## config.mk

```make
export PLATFORM = sky130hd
export DESIGN_NAME = cpu_traffic_gen
export DESIGN_NICKNAME = d
export VERILOG_FILES = /design/src/rtl/cpu_traffic_pkg.sv /design/src/rtl/cpu_traffic_lfsr.sv /design/src/rtl/cpu_traffic_gen.sv
export SDC_FILE = /design/constraint.sdc
export NUM_CORES = 1
export LEC_CHECK = 0
export ABC_AREA = 1
export BUFFER_PORTS_ARGS = -buffer_cell sky130_fd_sc_hd__buf_4
export CORE_ASPECT_RATIO = 0.9
export CORE_MARGIN = 4
export CORE_UTILIZATION = 39
export DETAILED_ROUTE_END_ITERATION = 8
export HOLD_SLACK_MARGIN = 0.02
export SYNTH_ARGS = -nofsm -noshare
export SYNTH_HDL_FRONTEND = slang
export SYNTH_HIERARCHICAL = 1
export SYNTH_SLANG_ARGS = --single-unit
```

## constraint.sdc

```tcl
create_clock -name clk -period 2.3 [get_ports clk]
set_input_delay 0.46 -clock clk [delete_from_list [all_inputs] [get_ports clk]]
set_output_delay 0.46 -clock clk [all_outputs]
set_load 0.01 [all_outputs]
```

## src/rtl/cpu_traffic_pkg.sv

```systemverilog
// Shared definitions for the per-CPU traffic generator.
//   state_t    : generator FSM states (GAP idle countdown, SEND word offered, DONE finished)
//   LFSR_POLY  : Galois feedback taps for the 32-bit right-shifting payload LFSR
//   IDX_LSB    : bit offset of the CPU index field inside a 64-bit word
//   CNT_LSB    : bit offset of the transaction-number field inside a 64-bit word
//   lfsr_next(): one step of the payload LFSR
package cpu_traffic_pkg;

    typedef enum logic [1:0] {
        GAP  = 2'd0,
        SEND = 2'd1,
        DONE = 2'd2
    } state_t;

    localparam logic [31:0] LFSR_POLY = 32'h8020_0003;

    localparam int IDX_LSB = 48;
    localparam int CNT_LSB = 32;

    // Galois form: shift right, fold the polynomial in when a 1 falls out.
    function automatic logic [31:0] lfsr_next(input logic [31:0] cur);
        return (cur >> 1) ^ (cur[0] ? LFSR_POLY : 32'h0);
    endfunction

endpackage

```

## src/rtl/cpu_traffic_lfsr.sv

```systemverilog
// 32-bit payload LFSR with synchronous load.
// Ports:
//   clk   : clock, posedge
//   load  : load seed this cycle (takes priority over en)
//   en    : advance one step
//   seed  : value loaded while load=1 (must be non-zero)
//   value : current LFSR state
module cpu_traffic_lfsr
    import cpu_traffic_pkg::*;
(
    input  logic        clk,
    input  logic        load,
    input  logic        en,
    input  logic [31:0] seed,
    output logic [31:0] value
);

    logic [31:0] lfsr_reg;

    always_ff @(posedge clk) begin
        if (load) begin
            lfsr_reg <= seed;
        end else if (en) begin
            lfsr_reg <= lfsr_next(lfsr_reg);
        end
    end

    assign value = lfsr_reg;

endmodule

```

## src/rtl/cpu_traffic_gen.sv

```systemverilog
// Per-CPU traffic source: sends NB_TRANSACTIONS 64-bit words on a valid/ready
// stream with pseudo-random idle gaps, then raises a sticky done flag.
// Word layout: [63:48] CPU index, [47:32] transaction number, [31:0] LFSR payload.
// Ports:
//   clk               : clock, posedge
//   rst               : synchronous active-high reset
//   cpu_index         : instance id, captured only while rst=1
//   data_rdy          : sink ready
//   data_vld          : word valid (held until accepted)
//   data              : word payload (stable while data_vld=1 and data_rdy=0)
//   transactions_done : sticky, set the cycle after the last word is accepted
module cpu_traffic_gen
    import cpu_traffic_pkg::*;
#(
    parameter int          NB_TRANSACTIONS = 16,
    parameter int          MAX_GAP_LOG2    = 2,
    parameter logic [31:0] LFSR_SEED       = 32'hACE1_2468
) (
    input  logic        clk,
    input  logic        rst,
    input  logic [31:0] cpu_index,
    input  logic        data_rdy,
    output logic        data_vld,
    output logic [63:0] data,
    output logic        transactions_done
);

    localparam logic [MAX_GAP_LOG2-1:0] GAP_ONE = MAX_GAP_LOG2'(1);

    state_t                  state_reg,   state_next;
    logic [MAX_GAP_LOG2-1:0] gap_cnt_reg, gap_cnt_next;
    logic [31:0]             txn_cnt_reg, txn_cnt_next;
    logic [15:0]             idx_reg;
    logic                    data_vld_reg, data_vld_next;
    logic [63:0]             data_reg,     data_next;
    logic                    done_reg,     done_next;

    logic [31:0]             seed_mix;
    logic [31:0]             seed_eff;
    logic [31:0]             lfsr_cur;
    logic [MAX_GAP_LOG2-1:0] gap_after_xfer;
    logic [31:0]             txn_inc;
    logic                    xfer;

    // An all-zero LFSR would lock up, so a zero seed is replaced by 1.
    assign seed_mix = LFSR_SEED ^ cpu_index;
    assign seed_eff = (seed_mix == 32'h0) ? 32'h1 : seed_mix;

    assign xfer    = data_vld_reg & data_rdy;
    assign txn_inc = txn_cnt_reg + 32'd1;

    // The gap after an acceptance comes from the LFSR value the transfer
    // is about to produce, i.e. the payload of the next word.
    assign gap_after_xfer = MAX_GAP_LOG2'(lfsr_next(lfsr_cur));

    cpu_traffic_lfsr u_lfsr (
        .clk   (clk),
        .load  (rst),
        .en    (xfer),
        .seed  (seed_eff),
        .value (lfsr_cur)
    );

    always_ff @(posedge clk) begin
        if (rst) begin
            state_reg    <= (NB_TRANSACTIONS == 0) ? DONE : GAP;
            gap_cnt_reg  <= seed_eff[MAX_GAP_LOG2-1:0];
            txn_cnt_reg  <= 32'd0;
            idx_reg      <= cpu_index[15:0];
            data_vld_reg <= 1'b0;
            data_reg     <= 64'd0;
            done_reg     <= 1'b0;
        end else begin
            state_reg    <= state_next;
            gap_cnt_reg  <= gap_cnt_next;
            txn_cnt_reg  <= txn_cnt_next;
            data_vld_reg <= data_vld_next;
            data_reg     <= data_next;
            done_reg     <= done_next;
        end
    end

    always_comb begin
        state_next    = state_reg;
        gap_cnt_next  = gap_cnt_reg;
        txn_cnt_next  = txn_cnt_reg;
        data_vld_next = data_vld_reg;
        data_next     = data_reg;

        case (state_reg)
            GAP: begin
                if (gap_cnt_reg == '0) begin
                    data_vld_next                = 1'b1;
                    data_next[IDX_LSB +: 16]     = idx_reg;
                    data_next[CNT_LSB +: 16]     = txn_cnt_reg[15:0];
                    data_next[CNT_LSB-1:0]       = lfsr_cur;
                    state_next                   = SEND;
                end else begin
                    gap_cnt_next = gap_cnt_reg - GAP_ONE;
                end
            end
            SEND: begin
                // Word and valid are held untouched until the sink accepts.
                if (xfer) begin
                    txn_cnt_next  = txn_inc;
                    data_vld_next = 1'b0;
                    if (txn_inc == 32'(NB_TRANSACTIONS)) begin
                        state_next = DONE;
                    end else begin
                        state_next   = GAP;
                        gap_cnt_next = gap_after_xfer;
                    end
                end
            end
            DONE: begin
                data_vld_next = 1'b0;
            end
            default: begin
                state_next    = GAP;
                data_vld_next = 1'b0;
            end
        endcase

        // Registered so the flag shows up the cycle after the final acceptance
        // (or the first cycle after reset when there is nothing to send).
        done_next = (state_next == DONE);
    end

    assign data_vld          = data_vld_reg;
    assign data              = data_reg;
    assign transactions_done = done_reg;

endmodule

```

Yosys cells after proc, flatten, opt, wreduce, memory -nomap -nowiden
Cells that the tools add are included.
{"block": "totals", "ff_bits": 150, "inputBits": 35, "output_inout_bits": 66, "elab_cells": 47}
{"block": "classes", "n_addsub": 2, "eq_ne": 9, "n_mux": 16, "bitwise_logic": 3, "n_reduce_logical": 9}
{"op": "$mux W32", "n": 4}
{"op": "$add A32 B1 Y32 const B", "n": 1}
{"op": "$eq A32 B5 Y1 const B", "n": 1}
{"op": "$logic_not A32 Y1", "n": 1}
{"op": "$xor A31 B32 Y32", "n": 1}
{"op": "$mux W2", "n": 7}
{"op": "$not A13 Y13", "n": 1}
{"op": "$ne A3 B3 Y1 const B", "n": 2}
{"op": "$pmux W2 S3", "n": 1}
{"op": "$reduce_and A2 Y1", "n": 3}
{"op": "$eq A2 B2 Y1 const B", "n": 2}
{"op": "$logic_not A2 Y1", "n": 2}
{"op": "$pmux W2 S2", "n": 1}
{"op": "$reduce_and A4 Y1", "n": 1}
{"op": "$ne A3 B2 Y1 const B", "n": 1}
{"op": "$reduce_bool A3 Y1", "n": 1}
{"op": "$eq A2 B1 Y1 const B", "n": 1}
{"op": "$mux W1", "n": 2}
{"op": "$ne A2 B1 Y1 const B", "n": 1}
{"op": "$ne A2 B2 Y1 const B", "n": 1}
{"op": "$pmux W1 S2", "n": 1}
{"op": "$reduce_bool A2 Y1", "n": 1}
{"op": "$sub A2 B1 Y2 const B", "n": 1}
{"op": "$and A1 B1 Y1", "n": 1}

Longest topological paths before layout
{"block": "depth", "depth_word": 6, "depth_mapped": 14, "depth_no_buf": 14}

Cells and area by module
Netlist, hierarchy kept.
{"mod": "cpu_traffic_gen", "instances": 1, "cells_each": 765, "area_per_inst_um2": 5411.4, "seq_area_each_um2": 2542.4}
{"mod": "cpu_traffic_lfsr", "instances": 1, "cells_each": 146, "area_per_inst_um2": 1476.4, "seq_area_each_um2": 960.9}

Worst setup path after synthesis
Ideal clock, no wire load.
{"block": "synth_timing", "kind": "reg2reg", "startpoint": "register txn_cnt_reg[1]", "endpoint": "register gap_cnt_reg[0], enable pin", "setup_ns": 0.259, "arrival_ns": 1.739, "required_time_ns": 2.041, "setup_slack_ns": 0.302, "path_stages_with_launch": 15, "n_path_buf": 0, "synth_period_minus_slack_ns": 1.998, "cell_sequence": "dfxtp_1 -> ha_1 -> nand2_2 -> nor2_4 -> nand2_4 -> nor2_4 -> nand2_1 -> nand2_1 -> nand2_1 -> nor2_1 -> nand2_1 -> nor2_2 -> nand3_1 -> o21ai_1 -> nand2_1"}
{"block": "synth_between", "elab_chain_cells": 4}
{"element": "from (decl)", "line": "cpu_traffic_gen.sv:32", "rtl": "logic [31:0] txn_cnt_reg, txn_cnt_next;"}
{"element": "from (signal assigned)", "line": "cpu_traffic_gen.sv:76", "rtl": "txn_cnt_reg <= txn_cnt_next;"}
{"element": "$add A32 B1 Y32", "line": "cpu_traffic_gen.sv:50", "rtl": "assign txn_inc = txn_cnt_reg + 32'd1;"}
{"element": "$eq A32 B5 Y1", "line": "cpu_traffic_gen.sv:107", "rtl": "if (txn_inc == 32'(NB_TRANSACTIONS)) begin"}
{"element": "$ne A3 B3 Y1 (no source line)"}
{"element": "$reduce_and A4 Y1 (no source line)"}
{"element": "to (signal assigned)", "line": "cpu_traffic_gen.sv:67", "rtl": "gap_cnt_reg <= seed_eff[MAX_GAP_LOG2-1:0];"}
{"element": "to (signal assigned)", "line": "cpu_traffic_gen.sv:75", "rtl": "gap_cnt_reg <= gap_cnt_next;"}
{"element": "to (decl)", "line": "cpu_traffic_gen.sv:31", "rtl": "logic [MAX_GAP_LOG2-1:0] gap_cnt_reg, gap_cnt_next;"}
Every way passes these cells.
A chain may end at the register's enable or synchronous reset.

Final worst setup path
{"block": "layout_timing", "startpoint": "register txn_cnt_reg[0]", "endpoint": "register gap_cnt_reg[1], enable pin"}
The elaborated chain is that of the path after synthesis.

==> results.md <==
* Die H at 134 um
* First-pass GRT wire length at 27600 um
* Sequential fraction of design power at 42.6%
* Clock share of power at 29.6%
* Max reg flops at 64
* Crit path DAT at 2.32 ns
* Ys Warns at 6
* Logic pwr share at 27.8%
* Crit path max fanout at 6
* Syn Inst Count at 911
* PD cells at 1020 nW/um2
* Synthesized net count at 949
* Die area at 19900 um2
* Final worst slack at 0.147 ns
* Final HPWL DP at 12100 um
* Post-route DRC at 0
* Starting DRT DRC Count at 381
* Clock skew at 0.0147 ns
* Yosys cell types at 30
* Layout cells sized above 1 at 21.3%
* Root buf cell: clkbuf_16
* CTS buffer count at 17
* Max-slew violation count at 0
* Max Root-Sink Buffers at 2
* Total power draw at 8.71 mW
* Max-Cap Viols at 0
* Max Freq at 464 MHz
* Synth-to-Final Area Change at 24.1%
* WL per Instance at 13.7 um
* Area of the multi-input gates at 2850 um2
* Routed met3 length at 1030 um
* Static Leakage at 3.80 nW
* Register Area at 3520 um2
* Largest net degree at the start of global routing at 78
* Slew headroom at 73.3%
* Internal power at 5.84 mW
* Synth Register Bits at 150
* Mean Syn Cell Area at 7.56 um2
* ANT nets after route at 0
* Chip Width at 148 um
* Worst setup EP type: flop
* CP Launch Type: flop
* Total GRT Usage at 17.3%
* Dpl ws at 0.0807 ns
* Vias in the first global route at 5510
* Post-synthesis cell area at 6890 um2
* Area after DPL at 7810 um2
* Final wirelength at 17100 um
* Clk Latency, worst-skew pair at 0.42 ns
* Maximum VDD drop at 753 uV
* Grt total ovfl at 0
* Final-layout fill cell count at 1701
* Antenna cell count at 0
* Num Clock Sinks at 150
* Worst Tran Pin Value at 0.400 ns
* Period utilization at 93.6%
* Seq/Total Area, Yosys at 50.9%
* Initial antenna violation count at 0
* Total number of vias at 5893
* Unrepaired setup endpoints after global routing: true
* Sw Share at 33.0%
* Net load switching power at 2.87 mW
* CTS tree: built
* Tmin final at 2.15 ns
* Final instance area at 8540 um2
* IO Count at 101
* Status: finished, final reports clean
* Met1 wire length at 8200 um
* Core area at 17100 um2
* Routed wl met2 at 7630 um
* Fin. Hold Viols at 0
* Via density at 4.72
* Pre-antenna DRT Iters at 5
* GPL Wtd Cong at 0.915
* DR top layer: met4
* CTS clock-pin slew for the worst setup and hold paths at 0.06 ns
* Row cnt at 45
* Layout Nets at 1038
* Initial Util at 40.2%
* Endpoints failing setup at 0
* H-tree depth at 4
* Type of the most critical hold path: input pin to flop
* Port bufs at 100
* Setup CP Type: flop to flop
* Worst path required time at 2.46 ns
[power by group through the flow]
stage / Combinational, mW / Sequential (mW) / Clock (mW)
detailed placement: 2.42 / 3.77 / 0
floorplan: 1.12 / 3.91 / 0
CTS: 2.43 / 3.72 / 2.63
global route: 2.71 / 3.81 / 2.77
finish: 2.42 / 3.72 / 2.58
global placement: 2.40 / 3.76 / 0
[cell usage in the layout (no fill, tap or decap), drive strengths merged]
cell,synthesis,layout
nor2,173,173
o211ai,5,5
edfxtp,50,50
xor2,3,3
clkbuf,47,17
inv,89,98
o21bai,1,1
nand3b,3,3
buf,8,125
nor4,8,8
clkinv,2,5
xnor2,2,2
dfxtp,100,100
o21ai,103,103
nand3,26,26
or2,1,1
nand2,239,239
a21oi,42,42
ha,3,3
nand4,6,6
clkinvlp,0,3
[what timing repair did]
action,4_1_cts,5_1_grt
hold buffers,0,0
endpoints found under the setup margin,0,3
setup buffers,0,10
gates resized for setup,0,40
[synthesized netlist by cell type]
cell type / n / area [um2]
nor2_1: 159 / 597
buf_4: 1 / 7.51
ha_1: 3 / 37.5
or2_2: 1 / 6.26
nor2_2: 7 / 43.8
nand4_1: 6 / 37.5
o21ai_1: 4 / 20.0
buf_1: 1 / 3.75
o21bai_1: 1 / 7.51
xor2_1: 3 / 26.3
clkinv_1: 2 / 7.51
nor4_1: 8 / 50.1
nand3_1: 24 / 120
nand2_1: 231 / 867
dfxtp_1: 100 / 2000
inv_8: 1 / 11.3
o21ai_0: 99 / 495
clkbuf_8: 3 / 41.3
clkbuf_1: 44 / 165
buf_6: 6 / 67.6
nand2_4: 1 / 11.3
a21oi_1: 42 / 210
nand3b_1: 3 / 22.5
edfxtp_1: 50 / 1500
inv_1: 88 / 330
xnor2_1: 2 / 17.5
nor2_4: 7 / 78.8
nand3_2: 2 / 20.0
o211ai_1: 5 / 37.5
nand2_2: 7 / 43.8
[logic make-up (layout without fill, tap and decap cells)]
group / after synthesis / in the layout / share of synthesized area [%]
AND/OR/NAND/NOR: 456 / 456 / 27.6
flip-flops: 150 / 150 / 50.9
buffers and inverters: 146 / 248 / 9.21
adder cells (fa/ha/maj): 3 / 3 / 0.545
AO/OA/AOI/OAI: 151 / 151 / 11.2
XOR/XNOR: 5 / 5 / 0.636
[layout make-up]
class	instances	share of cell area, %
well taps	235	3.44
multi-input cells	615	33.4
clock buffers	17	4.98
repair buffers	125	11.6
flip-flops and latches	150	41.2
clock inverters	15	1.38
inverters	91	4.09
[routing by layer]
metal | GRT usage (%) | vias up
met5 | 0 | -
met4 | 5.39 | 0
met3 | 5.17 | 14
met2 | 26.5 | 123
met1 | 23.5 | 2688
li1 | - | 3068
[final timing paths]
| check | start | end | slack [ns] | cells past startpoint |
|---|---|---|---|---|
| min reg2reg | data[26] | data[26] | 0.48 | 2 |
| max | txn_cnt_reg[0] | gap_cnt_reg[1] | 0.15 | 14 |
| max reg2reg | txn_cnt_reg[0] | gap_cnt_reg[1] | 0.15 | 14 |
| min | cpu_index[10] | idx_reg[10] | 0.23 | 1 |
[worst max-delay path, cell delays in order, from the launching register on]
cell and delay (ns):
dfxtp_4 0.37, ha_4 0.15, nand2_4 0.05, nor2_4 0.23, nand2_2 0.12, nor2_4 0.15
nand2_1 0.07, nand2_1 0.05, nand2_1 0.06, nor2_1 0.09, nand2_1 0.08, nor2_2 0.14
nand3_2 0.10, o21ai_2 0.15, nand2_2 0.07
[stage by stage]
step / hold WS, ns / util (%) / setup TNS [ns] / cells
after floorplan: 0.469 / - / 0 / 911
after global placement: 0.463 / 45.6 / 0 / 1206
after detailed placement: 0.473 / 45.6 / 0 / 1206
after CTS: 0.212 / 48.8 / 0 / 1238
after global routing: 0.210 / 49.9 / -0.0609 / 1248
final: 0.230 / 49.9 / 0 / 1248
(Power assumes the default switching activity.)
